--- config.mk ---
export PLATFORM = sky130hd
export DESIGN_NAME = grf_thresh_monitor
export DESIGN_NICKNAME = d
export VERILOG_FILES = /design/src/rtl/grf_thresh_monitor.sv
export SDC_FILE = /design/constraint.sdc
export NUM_CORES = 1
export LEC_CHECK = 0
export BUFFER_PORTS_ARGS = -buffer_cell sky130_fd_sc_hd__clkbuf_2
export CAP_MARGIN = 20
export CORE_MARGIN = 4
export CORE_UTILIZATION = 40
export DETAILED_ROUTE_END_ITERATION = 8
export PLACE_DENSITY_LB_ADDON = 0.1
export REMOVE_ABC_BUFFERS = 1
export SLEW_MARGIN = 40
export SYNTH_ARGS = -nofsm -noshare
export SYNTH_HDL_FRONTEND = slang
export SYNTH_SLANG_ARGS = --single-unit
--- constraint.sdc ---
create_clock -name clk -period 3.7 [get_ports clk]
set_input_delay 0.185 -clock clk [delete_from_list [all_inputs] [get_ports clk]]
set_output_delay 0.185 -clock clk [all_outputs]
set_load 0.005 [all_outputs]
--- src/rtl/grf_thresh_monitor.sv ---
// grf_thresh_monitor: debounced, hysteretic threshold detector on a sample stream.
// res rises after HOLD consecutive high samples and falls after HOLD consecutive
// low samples. Rising transitions are counted (saturating), and a sticky flag
// records any high sample since reset or clr.
module grf_thresh_monitor #(
    parameter int unsigned      WIDTH     = 16,
    parameter logic [WIDTH-1:0] THRESH_HI = WIDTH'(16'h0020),
    parameter logic [WIDTH-1:0] THRESH_LO = WIDTH'(16'h0018),
    parameter int unsigned      HOLD      = 3,
    parameter int unsigned      CNT_W     = 8
) (
    input  logic             clk,
    input  logic             reset,
    input  logic             in_valid,
    input  logic [WIDTH-1:0] grf,
    input  logic             clr,
    output logic             res,
    output logic [CNT_W-1:0] rise_cnt,
    output logic             cnt_sat,
    output logic             sticky_hit
);

    // Run counter must hold values up to HOLD.
    localparam int unsigned      RUN_W   = (HOLD < 2) ? 1 : $clog2(HOLD + 1);
    localparam logic [RUN_W-1:0] HOLD_V  = RUN_W'(HOLD);
    localparam logic [CNT_W-1:0] CNT_MAX = '1;

    typedef enum logic [1:0] {
        StLow  = 2'd0,
        StRise = 2'd1,
        StHigh = 2'd2,
        StFall = 2'd3
    } state_e;

    state_e           state_q, state_d;
    logic [RUN_W-1:0] run_q, run_d;
    logic [RUN_W-1:0] run_inc;
    logic             run_last;
    logic             is_high;
    logic             is_low;
    logic             hit;
    logic             rise_event;
    logic [CNT_W-1:0] rise_cnt_q;
    logic             sticky_q;

    // Sample classification; THRESH_LO <= THRESH_HI keeps high and low disjoint.
    always_comb begin
        is_high  = (grf >= THRESH_HI);
        is_low   = (grf < THRESH_LO);
        hit      = in_valid & is_high;
        run_inc  = run_q + RUN_W'(1);
        // run_q is zero in the stable states, so run_inc == 1 there and HOLD=1
        // flips directly without a separate case.
        run_last = (run_inc == HOLD_V);
    end

    // Next-state and run counter; nothing moves on non-valid cycles.
    always_comb begin
        state_d    = state_q;
        run_d      = run_q;
        rise_event = 1'b0;
        if (in_valid) begin
            case (state_q)
                StLow, StRise: begin
                    if (is_high) begin
                        if (run_last) begin
                            state_d    = StHigh;
                            run_d      = '0;
                            rise_event = 1'b1;
                        end else begin
                            state_d = StRise;
                            run_d   = run_inc;
                        end
                    end else begin
                        state_d = StLow;
                        run_d   = '0;
                    end
                end
                StHigh, StFall: begin
                    if (is_low) begin
                        if (run_last) begin
                            state_d = StLow;
                            run_d   = '0;
                        end else begin
                            state_d = StFall;
                            run_d   = run_inc;
                        end
                    end else begin
                        state_d = StHigh;
                        run_d   = '0;
                    end
                end
                default: begin
                    state_d = StLow;
                    run_d   = '0;
                end
            endcase
        end
    end

    // FSM state and run counter registers.
    always_ff @(posedge clk or posedge reset) begin
        if (reset) begin
            state_q <= StLow;
            run_q   <= '0;
        end else begin
            state_q <= state_d;
            run_q   <= run_d;
        end
    end

    // Rise counter and sticky flag; a same-cycle event wins over clr.
    always_ff @(posedge clk or posedge reset) begin
        if (reset) begin
            rise_cnt_q <= '0;
            sticky_q   <= 1'b0;
        end else if (clr) begin
            rise_cnt_q <= rise_event ? CNT_W'(1) : '0;
            sticky_q   <= hit;
        end else begin
            if (rise_event && (rise_cnt_q != CNT_MAX)) begin
                rise_cnt_q <= rise_cnt_q + CNT_W'(1);
            end
            if (hit) begin
                sticky_q <= 1'b1;
            end
        end
    end

    // Outputs decoded straight from registers.
    always_comb begin
        res        = (state_q == StHigh) || (state_q == StFall);
        rise_cnt   = rise_cnt_q;
        cnt_sat    = (rise_cnt_q == CNT_MAX);
        sticky_hit = sticky_q;
    end

endmodule

**After elaboration in Yosys (flattened, before gate mapping)**

Cells that the tools add are included.

- $add $sub $neg: 2
- $lt $le $gt $ge: 2
- Eq/ne operators: 6
- Mux-type cells: 18
- Bitwise gates (word level): 1
- Reductions and logical operators: 7

Operators with widths:

| operator | count |
|---|---|
| $ge A16 B6 Y1 const B | 1 |
| $lt A16 B5 Y1 const B | 1 |
| $mux W8 | 2 |
| $mux W2 | 7 |
| $add A8 B1 Y8 const B | 1 |
| $eq A8 B8 Y1 const B | 1 |
| $ne A8 B8 Y1 const B | 1 |
| $pmux W2 S2 | 2 |
| $mux W1 | 7 |
| $eq A2 B2 Y1 const B | 3 |
| $reduce_bool A2 Y1 | 2 |
| $reduce_or A2 Y1 | 2 |
| $add A2 B1 Y2 const B | 1 |
| $eq A2 B1 Y1 const B | 1 |
| $logic_not A2 Y1 | 1 |
| $and A1 B1 Y1 | 1 |
| $logic_and A1 B1 Y1 | 1 |
| $logic_or A1 B1 Y1 | 1 |

- Register bits after elaboration: 13
- Bits of input ports: 20
- Word-level logic and storage cells: 40

**Depth between registers and ports, before layout**

Gate-level depths: netlist (run 1).

- Word-level depth: 9
- Mapped depth: 6

**Least setup slack after synthesis (run 1)**

OpenSTA, ideal clock, no wires.

- Kind: reg-to-reg
- Start: reg run_q[0]
- End: reg rise_cnt_q[4] (netlist: rise_cnt[4])
- Setup time: 0.078 ns
- Data arrival time: 1.619 ns
- Required time: 3.622 ns
- Setup slack: 2.003 ns
- Stages on the path, launching flop included: 6
- Clock period less this slack: 1.697 ns
- Cell sequence: dfrtp_1 -> nand3b_4 -> a311o_1 -> buf_6 -> or4_1 -> a21oi_1

- Word-level cells in the longest chain between the ends: 8

RTL lines:

| what | RTL line | RTL |
|---|---|---|
| from (decl) | 36 | `logic [RUN_W-1:0] run_q, run_d;` |
| from (signal assigned) | 108 | `run_q <= run_d;` |
| $add A2 B1 Y2 | 51 | `run_inc = run_q + RUN_W'(1);` |
| $eq A2 B2 Y1 | 54 | `run_last = (run_inc == HOLD_V);` |
| $mux W1 | 66 | `if (run_last) begin` |
| $mux W1 | 65 | `if (is_high) begin` |
| $mux W1 | 63 | `case (state_q)` |
| $mux W1 | 62 | `if (in_valid) begin` |
| $logic_and A1 B1 Y1 | 121 | `if (rise_event && (rise_cnt_q != CNT_MAX)) begin` |
| $reduce_bool A2 Y1 (no source line) | - |  |
| to (signal assigned) | 118 | `rise_cnt_q <= rise_event ? CNT_W'(1) : '0;` |
| to (signal assigned) | 122 | `rise_cnt_q <= rise_cnt_q + CNT_W'(1);` |
| to (decl) | 43 | `logic [CNT_W-1:0] rise_cnt_q;` |

Every way passes these cells.
A chain may end at the register's enable or synchronous reset.

**Final worst setup path (run 1)**

- Start: reg run_q[0]
- End: reg rise_cnt_q[7] (netlist: rise_cnt[7])

Same word-level chain as after synthesis.

==> results of run 1 <==
[placed cells by master, fill, tap and decap left out, types with 3 or more instances in the layout]
cell type,synthesis,final
a21oi_1,8,8
clkbuf_2,0,27
clkbuf_4,0,3
dfrtp_1,12,12
inv_1,8,8
nand2_1,4,4
nand3_1,5,5
nor2_1,3,3
nor3_1,4,4
o22ai_1,3,3
o31ai_1,3,3
or4_1,3,3
[routing by layer]
metal,vias to the layer above,wire length (microns),GRT usage
met3,0,100,0.0572
met4,0,0,0.0138
li1,343,-,-
met2,19,641,0.178
met1,290,749,0.174
met5,-,0,0
[power breakdown]
group	leakage [nW]	switching (mW)	internal [mW]	total, mW
clock network	0.0210	0.0421	0.0597	0.102
logic	0.244	0.0333	0.0326	0.0660
registers	0.160	0.0134	0.145	0.159
total	0.425	0.0889	0.238	0.327
[layout make-up]
| cell class | instances | share of cell area |
|---|---|---|
| Multi-Input combinational cell | 52 | 0.388 |
| Inverter | 8 | 0.0346 |
| Tap cell | 16 | 0.0231 |
| Clock buffer | 4 | 0.0418 |
| Sequential cell | 12 | 0.346 |
| Timing Repair Buffer | 28 | 0.167 |
[cell families after synthesis]
group,Yosys count,synth area share
buffers and inverters,12,0.0862
AND/OR/NAND/NOR,27,0.228
AO/OA/AOI/OAI,22,0.208
adder cells (fa/ha/maj),1,0.0180
multiplexers,2,0.0287
flip-flops,12,0.431
[per-stage QoR]
step           hold slack (ns)  setup slack [ns]  power (mW)
6_report                 0.213              1.90       0.327
5_1_grt                  0.214              1.80       0.347
4_1_cts                  0.203              1.89       0.332
3_5_place_dp             0.208              1.91       0.227
3_3_place_gp             0.199              1.93       0.224
2_1_floorplan           0.0497              2.03       0.200
[flip-flops by register name (all words and copies together), names as in the netlist]
| signal | flops |
|---|---|
| state_q | 1 |
| run_q | 2 |
| rise_cnt | 8 |
| sticky_hit | 1 |
[how the worst max path moves through the flow]
stage	from	endpoint	slack (ns)	cells after the start
floorplan	run_q[0]$_DFFE_PP0P_	rise_cnt[4]$_DFFE_PP0P_	2.03	4
global placement	run_q[0]$_DFFE_PP0P_	rise_cnt[7]$_DFFE_PP0P_	1.93	4
detailed placement	run_q[0]$_DFFE_PP0P_	rise_cnt[7]$_DFFE_PP0P_	1.91	4
CTS	run_q[0]$_DFFE_PP0P_	rise_cnt[7]$_DFFE_PP0P_	1.89	4
global route	run_q[0]$_DFFE_PP0P_	rise_cnt[7]$_DFFE_PP0P_	1.80	4
finish	run_q[0]$_DFFE_PP0P_	rise_cnt[7]$_DFFE_PP0P_	1.90	4
==> flow_summary.json, run 1 <==
{
  "finalMaxSlewViolations": 0,
  "grt_max_degree": 13,
  "start_kind": "register",
  "synth_ff_type": "dfrtp_1",
  "synth_area_leaders": "dfrtp_1 43%, a21oi_1 5.7%, inv_1 4.3%",
  "grt_usage": 0.124,
  "io_buffers": 27,
  "avgRoutedWirePerCell_microns": 12.4,
  "period_minus_slack_ns": 1.80,
  "avgViaCountPerCell": 5.43,
  "synthArstFlopShare": 1.00,
  "area_delta_synth_final_pct": 24.6,
  "maxCapViolCount": 0,
  "core_area_sq_um": 1580,
  "ios": 31,
  "r2r_cells": 4,
  "grt_pass1_vias": 567,
  "ys_seq_elements": 12,
  "dieHeight_microns": 49.7,
  "fin_area_sq_um": 868,
  "rows": 14,
  "rr_endpoint": "rise_cnt[7]$_DFFE_PP0P_",
  "yosysTopAreaCell": "dfrtp_1",
  "multiInputGateArea_sq_um": 337,
  "path_class": "reg2reg",
  "dpl_cell_area_sq_um": 822,
  "wl_microns": 1490,
  "netlist_instances": 76,
  "clock_latency_ns": 0.26,
  "numCtsBuffers": 3,
  "ff_latch_area_sq_um": 300,
  "crit_buf_inv": 0,
  "maxSlewHeadroom": 0.687,
  "yosys.cell_count.top_type": "dfrtp_1",
  "fin_nets": 126,
  "grt_pass1_wl_microns": 2420,
  "placed_cells": 115,
  "cts.htree.levels": 1,
  "post-route-util": 0.551,
  "worst_slew_pin_slew_ns": 0.465,
  "synth_area_per_cell_sq_um": 9.17,
  "synth_top_cell_area_share": 0.431,
  "hold_viol": 0,
  "synth_edf_count": 0,
  "critPathMaxFanout": 11,
  "min_path_type": "in2reg",
  "insertedDiodeCount": 0,
  "hold_depth": 2,
  "dr.first_iter.drc_count": 5,
  "cpPeakStageDelay_ns": 0.54,
  "cts_sinks": 12,
  "seq_area_frac_synth": 0.431,
  "cts.clk_slew.worst_paths_ns": 0.07,
  "post_cts_buffers": 0,
  "p_per_area_nw_per_um2": 376,
  "setup_viol": 0,
  "ys_top_cells_by_count": "12 x dfrtp_1, 8 x a21oi_1, 8 x inv_1",
  "rsz0062_at_grt": "no",
  "p_leak_nw": 0.425,
  "cts_resized": 0,
  "min_delay_worst_endpoint": "run_q[0]$_DFFE_PP0P_",
  "worstHoldStart": "in_valid",
  "fp.dieW_microns": 49.7,
  "crit-reg2reg-launch": "run_q[0]$_DFFE_PP0P_",
  "timing.fmax_ghz": 0.555,
  "syn_area_sq_um": 697,
  "instances_no_fill": 120,
  "cts_tree": "yes",
  "dr.pass1.iters": 3,
  "antenna_found_initial": 0,
  "crit_path_top_delay_cell": "or4_1",
  "dr_total_vias": 652,
  "critPathTopFamily": "simple AND/OR/NAND/NOR gates",
  "end_kind": "register",
  "worstPathRequired_ns": 3.89,
  "drive_gt1_frac": 0.327,
  "synth.distinct_cells": 27,
  "finalCritPeriodShare": 0.487,
  "clockBufferDepth": 2,
  "arrival_ns": 2.00,
  "final_antenna_net_count": 0,
  "route.detailed.drc": 0,
  "worstPathCellList": "nand3b_4, a311o_1, or4_1, a21oi_1",
  "num-fill-cells": 160,
  "r2r_setup_slack_ns": 1.90,
  "clock-root-buffer": "clkbuf_4",
  "status": "complete, no violations",
  "start_util": 0.442,
  "cts_hold_buffers": 1,
  "fin_tns_setup_ns": 0,
  "dp_hpwl_microns": 1170,
  "yosys_warnings": 0,
  "grt-ovfl-total": 0,
  "place_congestion": 0.774,
  "die-area_sq_um": 2470,
  "irDropWorstVdd_v": 0.000313,
  "finClkSkew_ns": 0.000836
}
Note: power is estimated with default switching activity, not from simulation.
==> inputs of run 2 (changes only) <==
Clock period 3.7 ns to 1.68 ns, I/O delays scaled along.
==> run 2 against run 1 <==
  * First-iteration DRC count grew to 2.6 times the previous value
  * Sequential power is 120% higher
  * Power increased by 130%
  * Fmax is 8.8% higher
  * Sequential share of layout area decreased by 4.0 points
  * Core utilization is 7.5 points higher
  * Global-route usage increased by 2.4 points
  * Highest routed layer is now met4
  * Flip-flop and latch count stayed put
  * Register-to-register slack got worse by 1.9 ns
  * Critical path depth is the same
  * Cell count grew 7.5%
  * Clock power grew 130%
==> flow_summary.json, run 2 (synthesized netlist as in run 1, its figures left out) <==
{
  "final_antenna_net_count": 0,
  "wl_microns": 1680,
  "area_delta_synth_final_pct": 41.7,
  "critPathCapture": "rise_cnt[7]$_DFFE_PP0P_",
  "finalCritPeriodShare": 0.986,
  "period_minus_slack_ns": 1.66,
  "finClkSkew_ns": 0.00812,
  "setup_viol": 0,
  "status": "complete, no violations",
  "cts.htree.levels": 1,
  "die-area_sq_um": 2470,
  "place_ws_ns": -0.0466,
  "avgRoutedWirePerCell_microns": 13.0,
  "start_util": 0.442,
  "core_area_sq_um": 1580,
  "largest_reg_flops": 8,
  "maxSlewHeadroom": 0.662,
  "grt_max_degree": 13,
  "worst_slew_pin_slew_ns": 0.502,
  "maxCapViolCount": 0,
  "r2r_cells": 4,
  "rows": 14,
  "clockBufferDepth": 2,
  "fin_area_sq_um": 987,
  "ff_latch_area_sq_um": 302,
  "dr.first_iter.drc_count": 13,
  "route.detailed.drc": 0,
  "grt-ovfl-total": 0,
  "power_frac_clock": 0.307,
  "dieHeight_microns": 49.7,
  "pwr-share-comb": 0.238,
  "finalMaxSlewViolations": 0,
  "layout_commonest_cell": "clkbuf_2",
  "multiInputGateArea_sq_um": 387,
  "worstPathRequired_ns": 1.89,
  "min_path_type": "in2reg",
  "post-route-util": 0.626,
  "cts.clk_slew.worst_paths_ns": 0.08,
  "place_congestion": 0.807,
  "critPathMaxFanout": 8,
  "fp.dieW_microns": 49.7,
  "num-fill-cells": 142,
  "end_kind": "register",
  "grt_pass1_vias": 650,
  "dr.pass1.iters": 4,
  "net-switching-power_mw": 0.208,
  "insertedDiodeCount": 0,
  "rr_endpoint": "rise_cnt[7]$_DFFE_PP0P_",
  "dr_total_vias": 713,
  "seq_power_share": 0.456,
  "worstHoldStart": "in_valid",
  "p_leak_nw": 0.472,
  "r2r_setup_slack_ns": 0.02,
  "drive_gt1_frac": 0.469,
  "startpoint": "run_q[0]$_DFFE_PP0P_",
  "dp_hpwl_microns": 1270,
  "p_int_mw": 0.547,
  "grt_pass1_wl_microns": 2780,
  "whs_ns": 0.117,
  "numCtsBuffers": 3,
  "cts_sinks": 12,
  "final_cell_mix": "27 x clkbuf_2, 11 x dfrtp_1, 9 x buf_4",
  "ios": 31,
  "io_buffers": 27,
  "dpl_cell_area_sq_um": 882,
  "irDropWorstVdd_v": 0.000458,
  "crit-reg2reg-launch": "run_q[0]$_DFFE_PP0P_",
  "fin_nets": 135,
  "path_class": "reg2reg",
  "fin_tns_setup_ns": 0,
  "p_per_area_nw_per_um2": 765,
  "avgViaCountPerCell": 5.53,
  "hold_viol": 0,
  "start_kind": "register",
  "instances_no_fill": 129,
  "grt_usage": 0.148,
  "placed_cells": 123,
  "cts_tree": "yes",
  "finalPower_mw": 0.755,
  "swShare": 0.275,
  "clock_latency_ns": 0.27,
  "setup_ws_ns": 0.0230,
  "arrival_ns": 1.86,
  "clock-root-buffer": "clkbuf_4",
  "antenna_found_initial": 0,
  "rsz0062_at_grt": "yes",
  "timing.fmax_ghz": 0.604
}
run 2: changes by cell type in the layout (fill, tap and decap cells not counted), sizes merged:
cell  before  now
buf        0    9
run 2: power by group through the flow:
| stage | sequential, mW | combinational [mW] | clock, mW |
|---|---|---|---|
| final | 0.344 | 0.180 | 0.231 |
| after global routing | 0.350 | 0.201 | 0.257 |
| after CTS | 0.345 | 0.178 | 0.238 |
| after detailed placement | 0.351 | 0.175 | 0 |
| after global placement | 0.351 | 0.169 | 0 |
| after floorplan | 0.352 | 0.0886 | 0 |
run 2: worst max-delay path, stage by stage, from the launching register on:
cell and delay, ns:
dfrtp_1 0.38, nand3b_4 0.15, a311o_2 0.39, or4_1 0.54, a21oi_2 0.14
run 2: worst min path at each step:
stage,to,cells past startpoint
3_5_place_dp,sticky_hit$_DFFE_PP0P_,2
2_1_floorplan,rise_cnt[0]$_DFFE_PP0P_,1
3_3_place_gp,sticky_hit$_DFFE_PP0P_,2
5_1_grt,run_q[0]$_DFFE_PP0P_,2
6_report,run_q[0]$_DFFE_PP0P_,2
4_1_cts,rise_cnt[4]$_DFFE_PP0P_,2
run 2: timing repair:
item	4_1_cts	5_1_grt
pin swaps	1	2
hold buffers	1	0
endpoints found under the hold margin	12	0
gates cloned	0	0
endpoints found under the setup margin	3	5
resized for setup	2	10
buffers inserted	0	1
run 2: layout make-up:
class | count | share of cell area
Clock buffer | 4 | 0.0368
Sequential cell | 12 | 0.305
Timing Repair Buffer | 37 | 0.215
Inverter | 8 | 0.0304
Multi-Input combinational cell | 52 | 0.392
Tap cell | 16 | 0.0203
run 2: metal layers:
metal	share of wire	vias to the layer above	GRT usage
met3	0.077	4	0.0422
li1	-	363	-
met2	0.44	31	0.216
met1	0.46	315	0.200
met4	0.020	0	0.0691
met5	0	-	0
